$ cat src/rtl/pool_unit.sv
// Pipelined neighbourhood pooling unit: reduces NH_SIZE signed elements per beat
// to one value (mean-truncate, mean-round, max or min) through a registered pairwise tree.
module pool_unit #(
  parameter int unsigned DATA_WIDTH = 8,
  parameter int unsigned NH_SIZE    = 4,
  parameter int unsigned LOG2_NH    = 2,
  parameter int unsigned CNT_WIDTH  = 16
) (
  input  logic                          clock,
  input  logic                          reset,
  input  logic                          in_valid,
  output logic                          in_ready,
  input  logic [NH_SIZE*DATA_WIDTH-1:0] nh_vector,
  input  logic [1:0]                    in_mode,
  output logic                          out_valid,
  input  logic                          out_ready,
  output logic [DATA_WIDTH-1:0]         pool_out,
  output logic [CNT_WIDTH-1:0]          out_count
);

  // Uniform tree node width: wide enough for the full neighbourhood sum.
  localparam int unsigned SW    = DATA_WIDTH + LOG2_NH;
  localparam int unsigned NODES = NH_SIZE - 1;
  localparam logic signed [SW-1:0] RND = SW'(NH_SIZE / 2);

  logic                 advance;
  logic                 accept;
  logic signed [SW-1:0] tree_q [NODES];
  logic signed [SW-1:0] tree_d [NODES];
  logic [LOG2_NH-1:0]   valid_q;
  logic [1:0]           mode_q [LOG2_NH];
  logic [DATA_WIDTH-1:0] pool_d;

  assign advance  = !out_valid || out_ready;
  assign in_ready = advance;
  assign accept   = in_valid && advance;

  // Index of the first node of tree stage k inside the flattened node array.
  function automatic int stage_off(input int k);
    return int'(NH_SIZE) - int'(NH_SIZE >> k);
  endfunction

  function automatic logic signed [SW-1:0] reduce(input logic signed [SW-1:0] a,
                                                  input logic signed [SW-1:0] b,
                                                  input logic [1:0]           m);
    logic signed [SW-1:0] r;
    r = a + b;
    if (m == 2'b10) r = (a > b) ? a : b;
    if (m == 2'b11) r = (a < b) ? a : b;
    return r;
  endfunction

  // Pairwise reduction of element 2j with 2j+1 at every stage; the mode travels with the beat.
  always_comb begin : tree_comb
    logic signed [SW-1:0] a;
    logic signed [SW-1:0] b;
    tree_d = tree_q;
    a = '0;
    b = '0;
    for (int j = 0; j < int'(NH_SIZE / 2); j++) begin
      a = SW'($signed(nh_vector[(2*j)*DATA_WIDTH +: DATA_WIDTH]));
      b = SW'($signed(nh_vector[(2*j+1)*DATA_WIDTH +: DATA_WIDTH]));
      tree_d[j] = reduce(a, b, in_mode);
    end
    for (int k = 1; k < int'(LOG2_NH); k++) begin
      for (int j = 0; j < int'(NH_SIZE >> (k + 1)); j++) begin
        a = tree_q[stage_off(k - 1) + 2*j];
        b = tree_q[stage_off(k - 1) + 2*j + 1];
        tree_d[stage_off(k) + j] = reduce(a, b, mode_q[k-1]);
      end
    end
  end

  // Output stage: mean modes divide the full sum, max/min pass the tree value through.
  always_comb begin : out_comb
    pool_d = '0;
    case (mode_q[LOG2_NH-1])
      2'b00:   pool_d = DATA_WIDTH'(tree_q[NODES-1] >>> LOG2_NH);
      2'b01:   pool_d = DATA_WIDTH'((tree_q[NODES-1] + RND) >>> LOG2_NH);
      default: pool_d = DATA_WIDTH'(tree_q[NODES-1]);
    endcase
  end

  // Whole pipeline shifts together only when the output can move.
  always_ff @(posedge clock or negedge reset) begin
    if (!reset) begin
      for (int i = 0; i < int'(NODES); i++) tree_q[i] <= '0;
      for (int k = 0; k < int'(LOG2_NH); k++) mode_q[k] <= '0;
      valid_q   <= '0;
      out_valid <= 1'b0;
      pool_out  <= '0;
    end else if (advance) begin
      tree_q     <= tree_d;
      mode_q[0]  <= in_mode;
      valid_q[0] <= accept;
      for (int k = 1; k < int'(LOG2_NH); k++) begin
        mode_q[k]  <= mode_q[k-1];
        valid_q[k] <= valid_q[k-1];
      end
      out_valid <= valid_q[LOG2_NH-1];
      pool_out  <= pool_d;
    end
  end

  always_ff @(posedge clock or negedge reset) begin
    if (!reset) begin
      out_count <= '0;
    end else if (out_valid && out_ready) begin
      out_count <= out_count + CNT_WIDTH'(1);
    end
  end

endmodule

$ cat config.mk
export PLATFORM = sky130hd
export DESIGN_NAME = pool_unit
export DESIGN_NICKNAME = d
export VERILOG_FILES = /design/src/rtl/pool_unit.sv
export SDC_FILE = /design/constraint.sdc
export NUM_CORES = 1
export LEC_CHECK = 0
export CAP_MARGIN = 20
export CELL_PAD_IN_SITES_DETAIL_PLACEMENT = 0
export CELL_PAD_IN_SITES_GLOBAL_PLACEMENT = 1
export CORE_MARGIN = 2
export CORE_UTILIZATION = 43
export DETAILED_ROUTE_END_ITERATION = 8
export PLACE_DENSITY_LB_ADDON = 0.1
export RECOVER_POWER = 25
export SYNTH_ARGS = -nofsm -noshare
export SYNTH_HDL_FRONTEND = slang
export SYNTH_SLANG_ARGS = --single-unit
$ cat constraint.sdc
create_clock -name clock -period 3.43 [get_ports clock]
set_input_delay 0.5145 -clock clock [delete_from_list [all_inputs] [get_ports clock]]
set_output_delay 0.5145 -clock clock [all_outputs]
set_load 0.1 [all_outputs]
== Yosys cells after proc, flatten, opt, wreduce, memory -nomap -nowiden ==
Cells that the tools add are included.

* Register bits: 61
* Input port bits: 38
* Output and inout port bits: 26

* $add $sub $neg: 5
* Reductions and logical operators: 5
* Equality and inequality tests: 5
* Magnitude comparators: 6
* Mux-type cells: 13

{| class="wikitable"
|+ Operators by type and width
! cell !! number
|-
| 2-to-1 mux 10 bit || 12
|-
| adder 8 x 8 -> 9 bit || 2
|-
| adder 16 x 1 -> 16 bit, second input constant || 1
|-
| greater-than comparator 8 bit || 2
|-
| < comparator 8 bit || 2
|-
| one-hot mux 8 bit (2 select lines) || 1
|-
| adder 10 bit || 1
|-
| adder 10 x 3 -> 10 bit, second input constant || 1
|-
| greater-than comparator 10 bit || 1
|-
| < comparator 10 bit || 1
|-
| equality test 2 bit, second input constant || 4
|-
| equality test 2 x 1 -> 1 bit, second input constant || 1
|-
| logical AND 1 bit || 2
|-
| zero test 2 bit || 1
|-
| zero test 1 bit || 1
|-
| logical OR 1 bit || 1
|}

== Longest topological paths before layout ==
* Depth in word-level cells: 4
* Depth in mapped cells: 11

== Worst setup path before layout ==
Ideal clock, no wire load.

* Path type: flip-flop to output port
* Start: register out_valid
* End: output port in_ready
* Data arrival time: 2.558 ns
* Path buffers: 3
* Stages on the path, launching flop included: 6
* Required time: 2.915 ns
* Setup slack: 0.357 ns
* Cells stage by stage: dfrtp_1 nor2b_1 clkbuf_1 inv_1 clkbuf_1 buf_1

* Word-level cells in the longest chain between the ends: 2

{| class="wikitable"
|+ Ends and longest elaborated chain
! what !! RTL line !! source
|-
| start: declaration || 15 || <nowiki>output logic out_valid,</nowiki>
|-
| start signal: assignment || 100 || <nowiki>out_valid <= valid_q[LOG2_NH-1];</nowiki>
|-
| zero test 1 bit || 34 || <nowiki>assign advance = !out_valid || out_ready;</nowiki>
|-
| logical OR 1 bit || 34 ||
|-
| end: declaration || 12 || <nowiki>output logic in_ready,</nowiki>
|}

Every way passes these cells.

== Worst setup path in the final report ==
* Start: input port nh_vector[11]
* End: register tree_q (netlist bit tree_comb.a[7])

* Word-level cells in the longest chain between the ends: 4
* Elaborated cells on any way between the ends: 7
* Those cells by class: add/sub: 1; order compare: 2; mux: 4

{| class="wikitable"
|+ Ends and longest elaborated chain
! what !! RTL line !! source
|-
| start: declaration || 13 || <nowiki>input logic [NH_SIZE*DATA_WIDTH-1:0] nh_vector,</nowiki>
|-
| greater-than comparator 8 bit || 48 || <nowiki>if (m == 2'b10) r = (a > b) ? a : b;</nowiki>
|-
| 2-to-1 mux 10 bit (2 in a row) || 48 ||
|-
| 2-to-1 mux 10 bit (*) || 49 || <nowiki>if (m == 2'b11) r = (a < b) ? a : b;</nowiki>
|-
| end signal: assignment || 93 || <nowiki>tree_q <= tree_d;</nowiki>
|-
| end: declaration || 28 || <nowiki>logic signed [SW-1:0] tree_q [NODES];</nowiki>
|}

Mark *: on every way between the ends. The rest lies on a longest branch, timed or not.
A chain may end at the register's enable or synchronous reset.

==> key figures <==
Pwr
  – Flop pwr share: between 20% and 30%
  – Pwr/cell area: about 800 nW/um^2
  – Combinational group share of total power: 57.0%
  – Sw Ratio: between 40 and 50%
  – Total power: roughly 0.0049 W
  – Leak: roughly 2.8 nW
  – Maximum vdd drop: 0.328 mV
  – Internal power: 0.00255 W
  – Clock power share: a little under a fifth
  – Switching power: 0.00238 W

Clocking
  – Post-CTS sizing: 0
  – Htree depth: 3
  – Setup bufs post-CTS: 0
  – Clock Latency Late Sink: roughly 0.33 ns
  – Root Buffer: clkbuf_16
  – CTS Buf Count: 9
  – TritonCTS clock tree: built
  – Clock transition at path regs: approximately 0.060 ns
  – Clock buffer depth: 2
  – Hold Buf Count CTS: 0
  – Clk sinks: a little under 60

Global routing
  – First-pass GRT wire length: around 22000 um
  – Initial antenna violation count: 0
  – GRT overflow: 0
  – GRT Util Overall: between 20% and 30%
  – Vias in the first global route: roughly 4300
  – Pin count of the biggest net entering global routing: 39

Yosys
  – #FFs+latches synth: 59
  – Post-synthesis sequential area ratio: roughly 29%
  – Mapped cell area: about 5100 um^2
  – Asr flop ratio synth: 100%
  – Primary FF master, synth: dfrtp_1
  – Post-Synthesis Net Count: about 700
  – Syn_area_per_cell: a little under 9 um^2
  – Synth cell types: 66
  – Cells after Synth: 594
  – Post-synth EDFFs: 0
  – Synthesis Warnings: 0

Setup path
  – Worst setup SP type: input pin
  – Worst endpoint required time: 3.65 ns
  – Crit path DAT: between 3 and 4 ns
  – Maximum fanout along the worst path: 7
  – Register-to-Register Path Depth: 8
  – Critical Path End Type: register
  – Setup CP Type: in -> reg

STA
  – Max Fclk: 325 MHz
  – Worst Tran Pin Value: about 2.0 ns
  – Clock Skew: 0.00505 ns
  – Final setup vio count: 0
  – TNS Setup: 0 ns
  – Hold Vio Cnt, Final: 0
  – Fin crit period: 3.08 ns
  – Final period utilization: ~90%
  – Slew headroom: -33.9%
  – Slew Viols, Final: 39
  – RSZ-0062 raised after global routing: false

Route
  – Total iterations of the first detailed-routing run: 4
  – DRC viols: 0
  – Vias: ~4500
  – WL final: between 10000 and 15000 um
  – WL per Instance: 15.9 um
  – 1st-iter DRT viols: approximately 270
  – Via density: approximately 5.5
  – ANT nets after route: 0

Final layout
  – Layout area overhead: 22.0%
  – Finished layout cell area: 6270 um^2
  – Fin cells: about 810
  – Share of post-route cells with drive strength above 1: under 10%
  – Most common cell after layout, fill and taps aside: clkdlybuf4s50_1
  – Core Util, Final: a little over half
  – Most frequent cells in the layout: clkdlybuf4s50_1, dfrtp_1, nand2_1
  – Fin nets: between 700 and 800
  – N_diodes: 0

Min path
  – Hold WC Path Type: reg -> reg
  – Worst Hold Depth: 2

Die
  – Core region area: between 10000 and 15000 um^2
  – Die height: 113 um
  – Die X: 113 um
  – Initial Util: 44.6%
  – DIE AREA: roughly 13000 um^2
  – Site row count: 39
  – # IOs: 64

Placed design
  – IO buf count: between 60 and 70
  – Placed inst area: 5970 um^2
  – DP Wirelength: 9930 um
  – Placed Cells: just under 800
  – GPL Wtd Cong: about 0.85

Run status
  – Status: finished with violations
  – Failing checks: max-capacitance violations, max-slew violations

Job
  – Max Cap Viol: 1
-- flip-flops by register name, summed over array words and instances, names as in the netlist --
signal	flops
tree_q	10
tree_comb.a	9
valid_q	2
mode_q	4
out_valid	1
tree_comb.b	9
out_count	16
pool_out	8
-- power groups by stage --
stage / Sequential (W) / Combinational [W] / Clock [W]
after global routing: 0.00127 / 0.00307 / 0.000951
after global placement: 0.00122 / 0.00278 / 0
after CTS: 0.00122 / 0.00281 / 0.000921
after floorplan: 0.00177 / 0.00156 / 0
after detailed placement: 0.00123 / 0.00280 / 0
final: 0.00122 / 0.00281 / 0.000898
-- layer usage --
metal | global-route usage [%] | vias up | routed length [um]
met5 | 0 | - | 0
met4 | 5.93 | 0 | 208
met1 | 28.7 | 2082 | 6140
li1 | - | 2252 | -
met2 | 35.0 | 106 | 6020
met3 | 2.89 | 13 | 482
-- final timing paths --
check | start | endpoint | slack [ns]
worst max-delay path | nh_vector[11] | tree_comb.a[7] | 0.35
worst min-delay path | valid_q[1] | valid_q[1] | 0.45
worst max register to register | tree_comb.a[5] | tree_q[7] | 0.76
worst min register to register | valid_q[1] | valid_q[1] | 0.45
max in group asynchronous | reset | tree_comb.b[2] | 1.48
min in group asynchronous | reset | pool_out[0] | 0.75
-- synthesized netlist by cell type (4+ instances only) --
| master | instances | area share, % |
|---|---|---|
| dfrtp_1 | 59 | 29 |
| nand2_1 | 54 | 3.9 |
| nor2_1 | 53 | 3.9 |
| ha_1 | 52 | 13 |
| inv_1 | 51 | 3.7 |
| a21oi_1 | 39 | 3.8 |
| mux2i_1 | 27 | 5.3 |
| xnor2_1 | 26 | 4.4 |
| o21ai_0 | 25 | 2.4 |
| clkbuf_1 | 21 | 1.5 |
| o221ai_1 | 17 | 2.9 |
| nand3_1 | 15 | 1.5 |
| o22a_1 | 12 | 2.0 |
| nand2b_1 | 9 | 1.1 |
| nor2b_1 | 9 | 1.1 |
| nand4_1 | 8 | 0.97 |
| nor3_1 | 8 | 0.78 |
| xor2_1 | 8 | 1.4 |
| o22ai_1 | 7 | 0.85 |
| mux2_2 | 6 | 1.3 |
| and3_1 | 5 | 0.61 |
| a21o_1 | 4 | 0.58 |
| a2bb2oi_1 | 4 | 0.68 |
| o21ai_1 | 4 | 0.39 |
| o21bai_1 | 4 | 0.58 |
| o32a_1 | 4 | 0.78 |
-- final cells by class --
cell class	instances	area (um^2)
repair buffers	80	762
inverters	51	191
flip-flops and latches	59	1480
multi-input cells	457	3360
clock buffers	9	225
well taps	143	179
clock inverters	7	76.3
fillers	1067	5250
-- critical path, stage by stage --
cell and delay [ns]:
clkdlybuf4s50_1 0.50, inv_1 0.07, ha_1 0.43, nand4b_1 0.13, a32oi_1 0.31, mux2_4 0.35
a21oi_4 0.27, mux2i_1 0.27, o221ai_1 0.20, o22a_1 0.24
-- logic make-up (layout without fill, tap and decap cells) --
group / Yosys count / in the layout / synth area share [%]
AO/OA/AOI/OAI: 155 / 155 / 22.0
XOR/XNOR: 34 / 34 / 5.80
adder cells (fa/ha/maj): 55 / 55 / 13.8
buffers and inverters: 78 / 147 / 5.99
flip-flops: 59 / 59 / 28.7
multiplexers: 34 / 34 / 6.87
AND/OR/NAND/NOR: 179 / 179 / 16.8
-- metrics by stage --
stage	setup WS [ns]	hold slack, ns
floorplan	0.357	0.219
finish	0.349	0.455
detailed placement	0.0492	0.447
CTS	0.386	0.314
global placement	0.110	0.442
global route	0.203	0.492
(Power assumes the default switching activity.)
